File: src/rtl/fetch_if.sv
// fetch_if: instruction-memory port, redirect and decode handshake of the fetch stage.
interface fetch_if;
    logic [31:0] imem_addr;
    logic [31:0] imem_rdata;
    logic        redirect_valid;
    logic [31:0] redirect_pc;
    logic        out_valid;
    logic        out_ready;
    logic [31:0] out_instr;
    logic [31:0] out_pc;

    modport master (
        output imem_addr, out_valid, out_instr, out_pc,
        input  imem_rdata, redirect_valid, redirect_pc, out_ready
    );
    modport slave (
        input  imem_addr, out_valid, out_instr, out_pc,
        output imem_rdata, redirect_valid, redirect_pc, out_ready
    );
endinterface

File: src/rtl/fetch_stage.sv
// fetch_stage: PC holder issuing one word fetch per step_en into a 1-cycle instr_mem,
// presenting {instr, pc} to decode over valid/ready with redirect squash.
module fetch_stage #(
    parameter logic [31:0] RESET_PC   = 32'h0000_0000,
    parameter int          IMEM_WORDS = 16
) (
    input  logic        clk,
    input  logic        reset,
    input  logic        step_en,
    output logic [15:0] fetch_count,
    fetch_if.master     bus
);
    localparam logic [31:0] ADDR_MASK = 32'(IMEM_WORDS * 4 - 4);

    typedef enum logic {S_IDLE, S_WAIT} state_t;

    state_t      state_q, state_d;
    logic [31:0] pc_q, pc_d, issued_pc_q, issued_pc_d;
    logic [31:0] out_instr_q, out_instr_d, out_pc_q, out_pc_d;
    logic        out_valid_q, out_valid_d;
    logic [15:0] count_q, count_d;
    logic        slot_free, handshake;

    assign slot_free     = !out_valid_q || bus.out_ready;
    assign handshake     = out_valid_q && bus.out_ready;
    assign bus.imem_addr = pc_q;
    assign bus.out_valid = out_valid_q;
    assign bus.out_instr = out_instr_q;
    assign bus.out_pc    = out_pc_q;
    assign fetch_count   = count_q;

    always_ff @(posedge clk) begin
        if (reset) begin
            state_q     <= S_IDLE;
            pc_q        <= RESET_PC & ADDR_MASK;
            issued_pc_q <= '0;
            out_instr_q <= '0;
            out_pc_q    <= '0;
            out_valid_q <= 1'b0;
            count_q     <= '0;
        end else begin
            state_q     <= state_d;
            pc_q        <= pc_d;
            issued_pc_q <= issued_pc_d;
            out_instr_q <= out_instr_d;
            out_pc_q    <= out_pc_d;
            out_valid_q <= out_valid_d;
            count_q     <= count_d;
        end
    end

    always_comb begin
        state_d     = state_q;
        pc_d        = pc_q;
        issued_pc_d = issued_pc_q;
        out_instr_d = out_instr_q;
        out_pc_d    = out_pc_q;
        out_valid_d = handshake ? 1'b0 : out_valid_q;
        count_d     = (handshake && count_q != 16'hFFFF) ? count_q + 16'd1 : count_q;
        // Redirect wins over capture and issue; a coincident handshake is still counted.
        if (bus.redirect_valid) begin
            pc_d        = bus.redirect_pc & ADDR_MASK;
            out_valid_d = 1'b0;
            state_d     = S_IDLE;
        end else if (state_q == S_WAIT) begin
            out_instr_d = bus.imem_rdata;
            out_pc_d    = issued_pc_q;
            out_valid_d = 1'b1;
            state_d     = S_IDLE;
        end else if (step_en && slot_free) begin
            issued_pc_d = pc_q;
            pc_d        = (pc_q + 32'd4) & ADDR_MASK;
            state_d     = S_WAIT;
        end
    end
endmodule

File: src/flat_wrapper.sv
// flat-port wrapper written by rule: the top's interface ports become plain ports
module fetch_stage_flat 
#(
    parameter logic [31:0] RESET_PC   = 32'h0000_0000,
    parameter int          IMEM_WORDS = 16
)
  (clk, reset, step_en, fetch_count, bus_imem_addr, bus_out_valid, bus_out_instr, bus_out_pc, bus_imem_rdata, bus_redirect_valid, bus_redirect_pc, bus_out_ready);
  fetch_if bus_i ();
  input  logic clk;
  input  logic reset;
  input  logic step_en;
  output logic [15:0] fetch_count;
  output wire logic [$bits(bus_i.imem_addr)-1:0] bus_imem_addr;
  output wire logic [$bits(bus_i.out_valid)-1:0] bus_out_valid;
  output wire logic [$bits(bus_i.out_instr)-1:0] bus_out_instr;
  output wire logic [$bits(bus_i.out_pc)-1:0] bus_out_pc;
  input wire logic [$bits(bus_i.imem_rdata)-1:0] bus_imem_rdata;
  input wire logic [$bits(bus_i.redirect_valid)-1:0] bus_redirect_valid;
  input wire logic [$bits(bus_i.redirect_pc)-1:0] bus_redirect_pc;
  input wire logic [$bits(bus_i.out_ready)-1:0] bus_out_ready;
  assign bus_imem_addr = bus_i.imem_addr;
  assign bus_out_valid = bus_i.out_valid;
  assign bus_out_instr = bus_i.out_instr;
  assign bus_out_pc = bus_i.out_pc;
  assign bus_i.imem_rdata = bus_imem_rdata;
  assign bus_i.redirect_valid = bus_redirect_valid;
  assign bus_i.redirect_pc = bus_redirect_pc;
  assign bus_i.out_ready = bus_out_ready;
  fetch_stage #(.RESET_PC(RESET_PC), .IMEM_WORDS(IMEM_WORDS)) u_core (.clk(clk), .reset(reset), .step_en(step_en), .fetch_count(fetch_count), .bus(bus_i));
endmodule
File: config.mk
export PLATFORM = sky130hd
export DESIGN_NAME = fetch_stage_flat
export DESIGN_NICKNAME = d
export VERILOG_FILES = /design/src/rtl/fetch_if.sv /design/src/rtl/fetch_stage.sv /design/src/flat_wrapper.sv
export SDC_FILE = /design/constraint.sdc
export NUM_CORES = 1
export LEC_CHECK = 0
export ABC_AREA = 1
export BUFFER_PORTS_ARGS = -buffer_cell sky130_fd_sc_hd__clkbuf_2
export CAP_MARGIN = 25
export CORE_ASPECT_RATIO = 0.75
export CORE_UTILIZATION = 47
export CTS_BUF_LIST = sky130_fd_sc_hd__clkbuf_16
export DETAILED_ROUTE_END_ITERATION = 7
export GPL_ROUTABILITY_DRIVEN = 0
export PLACE_DENSITY = 0.86
export SLEW_MARGIN = 20
export SYNTH_ARGS = -nofsm -noshare
export SYNTH_HDL_FRONTEND = slang
export SYNTH_SLANG_ARGS = --single-unit
File: constraint.sdc
create_clock -name clk -period 2.4 [get_ports clk]
set_input_delay 0.24 -clock clk [delete_from_list [all_inputs] [get_ports clk]]
set_output_delay 0.24 -clock clk [all_outputs]
set_load 0.02 [all_outputs]
======== Yosys cells after proc, flatten, opt, wreduce, memory -nomap -nowiden ========
Cells that the tools add are included.
storage, ports and cells
  flip-flop bits (word level) ............. 62
  input port bits ......................... 69
  output and inout bits ................... 113
  logic and storage cells ................. 31
cells by class
  add/sub/neg operators ................... 2
  equal/unequal tests ..................... 2
  mux-type cells .......................... 6
  bitwise operators ....................... 2
  reduce and logical (&&, ||, !) cells .... 12
operators with widths
  kind                                           number
  two-way mux 6 bit                              3
  adder 16 x 1 -> 16 bit, second input constant  1
  != test 16 bit, second input constant          1
  adder 6 x 3 -> 6 bit, second input constant    1
  AND reduction 2 bit                            2
  nonzero test 2 bit                             2
  logical AND 1 bit                              3
  two-way mux 1 bit                              3
  AND reduction 3 bit                            1
  OR reduction 3 bit                             1
  != test 2 bit, second input constant           1
  inverter 1 bit                                 2
  OR reduction 2 bit                             1
  logical NOT 1 bit                              1
  logical OR 1 bit                               1

======== Logic depth before layout (Yosys ltp) ========
Gate-level depths: netlist of the first run.
  depth in word-level cells ............... 6
  depth in mapped cells ................... 10
  gate-level depth less buffers ........... 10

======== Worst setup path after synthesis of the first run ========
No wires, ideal clock.
  path type ............................... register to register
  start ................................... register u_core.count_q[0], in the netlist u_core.fetch_count[0]
  end ..................................... register u_core.count_q[10], in the netlist u_core.fetch_count[10]
  setup time .............................. 113 ps
  arrival time ............................ 1472 ps
  data required time ...................... 2287 ps
  path slack .............................. 815 ps
  stages on the path, launching flop included .. 10
  buffers on the path ..................... 1
  period minus slack after synthesis ...... 1585 ps
  path through ............................ dfxtp_1 > ha_1 > nand2_2 > nor2_4 > nand2_4 > nor2_2 > nor2_2 > buf_6 > o21ai_1 > nor2_1
between the ends
  cells in the longest elaborated chain, start to end .. 2
  elaborated cells between the ends (all ways) .. 3
  classes of those cells .................. add/sub: 1; eq/ne: 1; reduce/logical: 1
RTL lines
  item                                                            RTL line           text
  start, declared                                                 fetch_stage.sv:21  logic [15:0] count_q, count_d;
  start signal, assigned                                          fetch_stage.sv:48  count_q <= count_d;
  branches (longest 2 deep; another with adder 16 x 1 -> 16 bit)  --
Parallel ways; which one is timed is not known.
A chain may end at the register's enable or synchronous reset.

======== Final worst setup path of the first run ========
  start ................................... register u_core.count_q[0], in the netlist u_core.fetch_count[0]
  end ..................................... register u_core.count_q[15], in the netlist u_core.fetch_count[15]
Same word-level chain as after synthesis.

==> run metrics, run 1 <==
CTS tree built; # port buffers 97; pwr dens 730 mW/mm^2; Max Fclk 554 MHz; Antenna Violating Nets Remaining 0; RSZ-0062 raised after global routing false; Pre-Repair DR Iteration Count 4; worst r2r path cells 9; pin count of the biggest net entering global routing 37; Syn Inst Count 416; H-tree depth 3; initial drt markers 147; Synth Register Bits 62; clock latency on the worst-skew pair 0.32 ns; syn_area_per_cell 7.30 um^2; I/O pin cnt 182; Placed Area 0.00336 mm^2; DIE AREA 0.00679 mm^2; worst slew pin tran 0.632 ns; Die W 94.8 um; share of layout cells above drive strength 1 0.250; Synth Flop Type dfxtp_1; Slew Viols, Final 0; Slew headroom 0.578; global-route wire length before repair 10,800 um; Distinct cells, synth 30; DR vias/cell 4.66; Rows 24; max cap viols 0; EDFF count, synth 0; Die H 71.6 um; Core Region 0.00601 mm^2; Area growth, synth to finish 20.6%; critical path class reg -> reg; status finished, final reports clean; period utilisation layout 0.752; clk slew on worst S/H paths ~0.050 ns; DP Cell Count 579; drt total wl 6620 um; Avg WL per Cell 11.1 um; Filler cells 547; via count approximately 2,800; Hold Path Origin bus_imem_rdata[22]; Fin Setup TNS 0 ns; async set-reset flop share out of synthesis 0; Worst Hold Depth 3; CTS Buffer Depth 2; Nets 583; Post-Route Skew 0.00561 ns; DRC viols 0; vias in the first global route 2,431; final hold violations 0; crit path capture type flip-flop; critical-path maximum fanout 15; Hold Path End u_core.bus.out_instr[22]$_SDFFE_PP0P_; initial core utilization 0.506; CP startpoint kind flip-flop; sequential-to-total area share from yosys stat 0.409; min cycle time layout 1.80 ns; worst endpoint data arrival time 2.03 ns; Final Setup Violations 0; initial antenna violation count 0; critical path required time between 2 and 3 ns; grt total ovfl 0; FF-to-FF Start u_core.fetch_count[0]$_SDFFE_PP0P_; LEAKAGE 1.88 nW; hpwl dp 4650 um; Syn. warnings 0; n_diodes 0; TritonCTS Buffers 9; worst min path class in -> reg; fin cells 594; r2r setup slk 0.60 ns; post-CTS setup buffers 0; cell area after layout 0.00366 mm^2; # resized after CTS 0; # hold bufs at CTS 0; Root Driver clkbuf_16; GRT Total Usage 0.206; Mapped Area between 0.003 and 0.004 mm^2; CTS sink count 62; reg2reg end u_core.fetch_count[15]$_SDFFE_PP0P_; Max VDD drop 359 uV
## metal layers
layer	GRT usage	vias to the layer above	wire length (um)
li1	-	1391	-
met1	0.243	1242	2840
met2	0.337	126	3120
met3	0.0807	8	599
met4	0.0825	0	64
met5	0	-	0
## layout by cell type (no fill, tap or decap), types with 5 or more instances in the layout
cell	n
nand3_1	10
conb_1	56
nand2_1	50
inv_1	18
o21ai_0	44
clkbuf_2	97
a21oi_1	9
dfxtp_1	62
clkbuf_16	9
o21ai_1	7
nor2_1	111
xor2_1	5
xnor2_1	5
## cell usage after synthesis, drive strengths merged (2+ instances only)
cell type / n / area [um^2]
clkbuf: 10 / 37.5
dfxtp: 62 / 1240
o21ai: 52 / 272
inv: 19 / 71.3
xor2: 5 / 43.8
buf: 60 / 452
ha: 2 / 25.0
nand2: 55 / 224
a21oi: 12 / 71.3
nor2: 117 / 464
nand3: 10 / 50.1
xnor2: 5 / 43.8
## through the flow
stage | hold WS, ns | setup WS [ns] | total power, mW | util
6_report | 0.135 | 0.596 | 2.67 | 0.610
5_1_grt | 0.136 | 0.489 | 2.79 | 0.610
4_1_cts | 0.126 | 0.628 | 2.70 | 0.610
3_5_place_dp | 0.458 | 0.656 | 1.36 | 0.560
3_3_place_gp | 0.457 | 0.693 | 1.36 | 0.560
2_1_floorplan | 0.375 | 0.815 | 1.35 | -
## critical path: stages, from the launching register on
cell and delay (ns):
dfxtp_1 0.36, ha_1 0.27, nand2_2 0.11, nor2_4 0.05, nand2_4 0.10, nor2_2 0.06, nor2_2 0.49, nand2_1 0.10
nor2_1 0.12, nor2_1 0.05
## registers in the layout, summed over array words and instances, names as in the netlist
name	cells
u_core.issued_pc_q	4
u_core.bus.imem_addr	4
u_core.state_q	1
u_core.bus.out_pc	4
u_core.bus.out_instr	32
u_core.fetch_count	16
u_core.bus.out_valid	1
## cells by family (layout without fill, tap and decap cells)
family                   count (synthesis)  count (layout)  share of synthesized area
flip-flops                              62              62                      0.409
other                                    1              56                    0.00123
AND/OR/NAND/NOR                        187             187                      0.254
adder cells (fa/ha/maj)                  2               2                    0.00824
buffers and inverters                   89             134                      0.185
AO/OA/AOI/OAI                           65              65                      0.115
XOR/XNOR                                10              10                     0.0288
## power breakdown
group	total [mW]	internal, mW	switching, mW
sequential	1.09	1.06	0.0225
clock	1.33	0.890	0.437
combinational	0.260	0.0691	0.191
## final cells by class
type	instances	area, um^2	area share
multi-input combinational	320	1440	0.394
sequential	62	1240	0.339
timing repair buffer	100	508	0.139
clock buffer	9	225	0.0615
tap	78	97.6	0.0266
clock inverter	6	78.8	0.0215
inverter	19	71.3	0.0195
## how the worst max path moves through the flow
stage | startpoint | to
finish | u_core.fetch_count[0]$_SDFFE_PP0P_ | u_core.fetch_count[15]$_SDFFE_PP0P_
global placement | u_core.fetch_count[0]$_SDFFE_PP0P_ | u_core.fetch_count[15]$_SDFFE_PP0P_
detailed placement | u_core.fetch_count[0]$_SDFFE_PP0P_ | u_core.fetch_count[15]$_SDFFE_PP0P_
CTS | u_core.fetch_count[0]$_SDFFE_PP0P_ | u_core.fetch_count[15]$_SDFFE_PP0P_
floorplan | u_core.fetch_count[0]$_SDFFE_PP0P_ | u_core.fetch_count[10]$_SDFFE_PP0P_
global route | u_core.fetch_count[0]$_SDFFE_PP0P_ | u_core.fetch_count[15]$_SDFFE_PP0P_
No activity file was read; power rests on OpenSTA's default activity.
==> run 2, diff against run 1 <==
Settings changed: CORE_UTILIZATION 47 to 39, PLACE_DENSITY 0.86 to 0.76.
Clock period 2.4 ns to 1.5 ns, I/O delays scaled along.
==> run 2 against run 1 <==
Against the previous run: critical path depth stayed put; core utilization is 8.9 points lower; clock skew is 0.0025 ns lower; highest routed layer unchanged; power is 64% higher.
==> run metrics, run 2 (synthesis gave the netlist of run 1 again) <==
status finished, final reports clean; n_diodes 0 (unchanged); RSZ-0062 raised after global routing false; via count 2,785 (+0.65%); Max Fclk 709 MHz (+28%); Rows 27 (+13%); Final Util 0.521 (-0.0890); crit path capture type flip-flop; global-route wire length before repair 10,800 um (-0.32%); Slew Viols, Final 0 (unchanged); Final Setup Violations 0 (unchanged); reg2reg end u_core.fetch_count[7]$_SDFFE_PP0P_; Fin Setup TNS 0 ns (unchanged); I/O pin cnt 182 (unchanged); Worst Hold Depth 3 (unchanged); grt total ovfl 0 (unchanged); r2r setup slk 0.09 ns (-0.51 ns); drt total wl 6570 um (-0.85%); Hold Path Origin bus_imem_rdata[14]; Filler cells 762 (+39%); vias in the first global route 2,398 (-1.4%); # resized after CTS 0 (unchanged); Slew headroom 0.610 (+0.0318); Core Region 0.00743 mm^2 (+24%); worst endpoint data arrival time 1.62 ns (-0.41 ns); Root Driver clkbuf_16; critical-path maximum fanout 15 (unchanged); Die H 78.4 um (+9.5%); sequential share of power 0.396 (-0.010); FF-to-FF Start u_core.fetch_count[0]$_SDFFE_PP0P_; Placed Area 0.00354 mm^2 (+5.5%); initial antenna violation count 0 (unchanged); initial drt markers 67 (-54%); Die W 104 um (+9.6%); NetSw 1.10 mW (+68%); Comb pwr share 0.098 (about the same); max cap viols 0 (unchanged); CTS tree built; LEAKAGE 1.98 nW (+5.5%); final hold violations 0 (unchanged); period utilisation layout 0.941 (+0.189); Area growth, synth to finish 27.5%; crit path to u_core.fetch_count[7]$_SDFFE_PP0P_; Antenna Violating Nets Remaining 0 (unchanged); share of layout cells above drive strength 1 0.290 (+0.0403); # hold bufs at CTS 0 (unchanged); pwr dens 1130 mW/mm^2 (+55%); hpwl dp 4900 um (+5.3%); Post-Route Skew 0.00314 ns (-0.00247 ns); GRT Total Usage 0.165 (-0.0417); initial core utilization 0.409 (-0.0971); cell area after layout 0.00387 mm^2 (+5.7%); Hold Slack 0.0451 ns (-0.0894 ns); min cycle time layout 1.41 ns (-0.393 ns); worst r2r path cells 9 (unchanged); Max VDD drop 631 uV (+76%); CP startpoint kind flip-flop; worst min path class in -> reg; post-route setup slack 0.0892 ns (-0.507 ns); worst slew pin tran 0.584 ns (-0.0479 ns); Clock power frac 0.506 (+0.010); # port buffers 97 (unchanged); DP Cell Count 619 (+6.9%); commonest non-fill, non-tap cells in the layout 109 x nor2_1, 97 x clkbuf_2, 59 x dfxtp_1; TritonCTS Buffers 9 (unchanged); DIE AREA 0.00815 mm^2 (+20%); Sw Share 0.250 (+0.00687); fin cells 635 (+6.9%); pin count of the biggest net entering global routing 37 (unchanged); post-CTS setup buffers 0 (unchanged); DRC viols 0 (unchanged); Setup WS pre-CTS 0.0979 ns (-0.558 ns); DR vias/cell 4.39 (-5.8%); CTS sink count 62 (unchanged); clk slew on worst S/H paths 0.06 ns (about the same); CTS Buffer Depth 2 (unchanged); critical path required time 1.71 ns (-0.91 ns); clock latency on the worst-skew pair 0.32 ns (about the same); Internal 3.28 mW (+62%); commonest non-fill, non-tap cell in the layout nor2_1; Nets 600 (+2.9%); Pre-Repair DR Iteration Count 4 (unchanged); Power Total 4.38 mW (+64%); H-tree depth 3 (unchanged); Setup crit start u_core.fetch_count[0]$_SDFFE_PP0P_; Avg WL per Cell 10.3 um (-7.2%); Largest register FFs 32 (unchanged); critical path class reg -> reg
run 2: cell count changes in the layout (fill, tap and decap cells not counted), moves of 2 or more:
cell	before	now
nor2_1	111	109
dfxtp_2	0	3
dfxtp_1	62	59
buf_12	0	2
buf_4	3	18
clkinv_1	2	0
nor2_2	4	6
run 2: per-layer routing:
layer,wire length (um),track usage,vias to the layer above
met5,0,0,-
met4,61,0.0657,0
met3,528,0.0498,5
met2,3090,0.272,109
met1,2890,0.201,1244
li1,-,-,1427
run 2: area by class of cell:
class	instances	area, um^2	share of cell area
Sequential cell	62	1240	0.321
Tap cell	101	126	0.0326
Multi-Input combinational cell	320	1450	0.374
Inverter	19	71.3	0.0184
Clock buffer	9	225	0.0581
Timing Repair Buffer	117	661	0.171
Clock inverter	7	97.6	0.0252
run 2: worst max-delay path: stages, from the launching register on:
cell	delay [ns]
dfxtp_2	0.32
ha_1	0.20
nand2_2	0.08
nor2_4	0.11
nand2_4	0.09
nor2_2	0.12
nor2_2	0.05
buf_12	0.14
o21ai_1	0.12
nor2_1	0.05
run 2: power by group through the flow:
stage / combinational, mW / sequential, mW / clock [mW]
finish: 0.431 / 1.73 / 2.21
global route: 0.473 / 1.74 / 2.35
CTS: 0.430 / 1.73 / 2.26
detailed placement: 0.429 / 1.77 / 0
global placement: 0.425 / 1.77 / 0
floorplan: 0.345 / 1.82 / 0
run 2: how the worst min path moves through the flow:
stage               slack [ns]                                    end
floorplan                 0.28   u_core.bus.out_instr[0]$_SDFFE_PP0P_
global placement          0.37   u_core.bus.out_instr[2]$_SDFFE_PP0P_
detailed placement        0.38  u_core.bus.out_instr[14]$_SDFFE_PP0P_
CTS                       0.04  u_core.bus.out_instr[14]$_SDFFE_PP0P_
global route              0.04  u_core.bus.out_instr[17]$_SDFFE_PP0P_
finish                    0.05  u_core.bus.out_instr[14]$_SDFFE_PP0P_
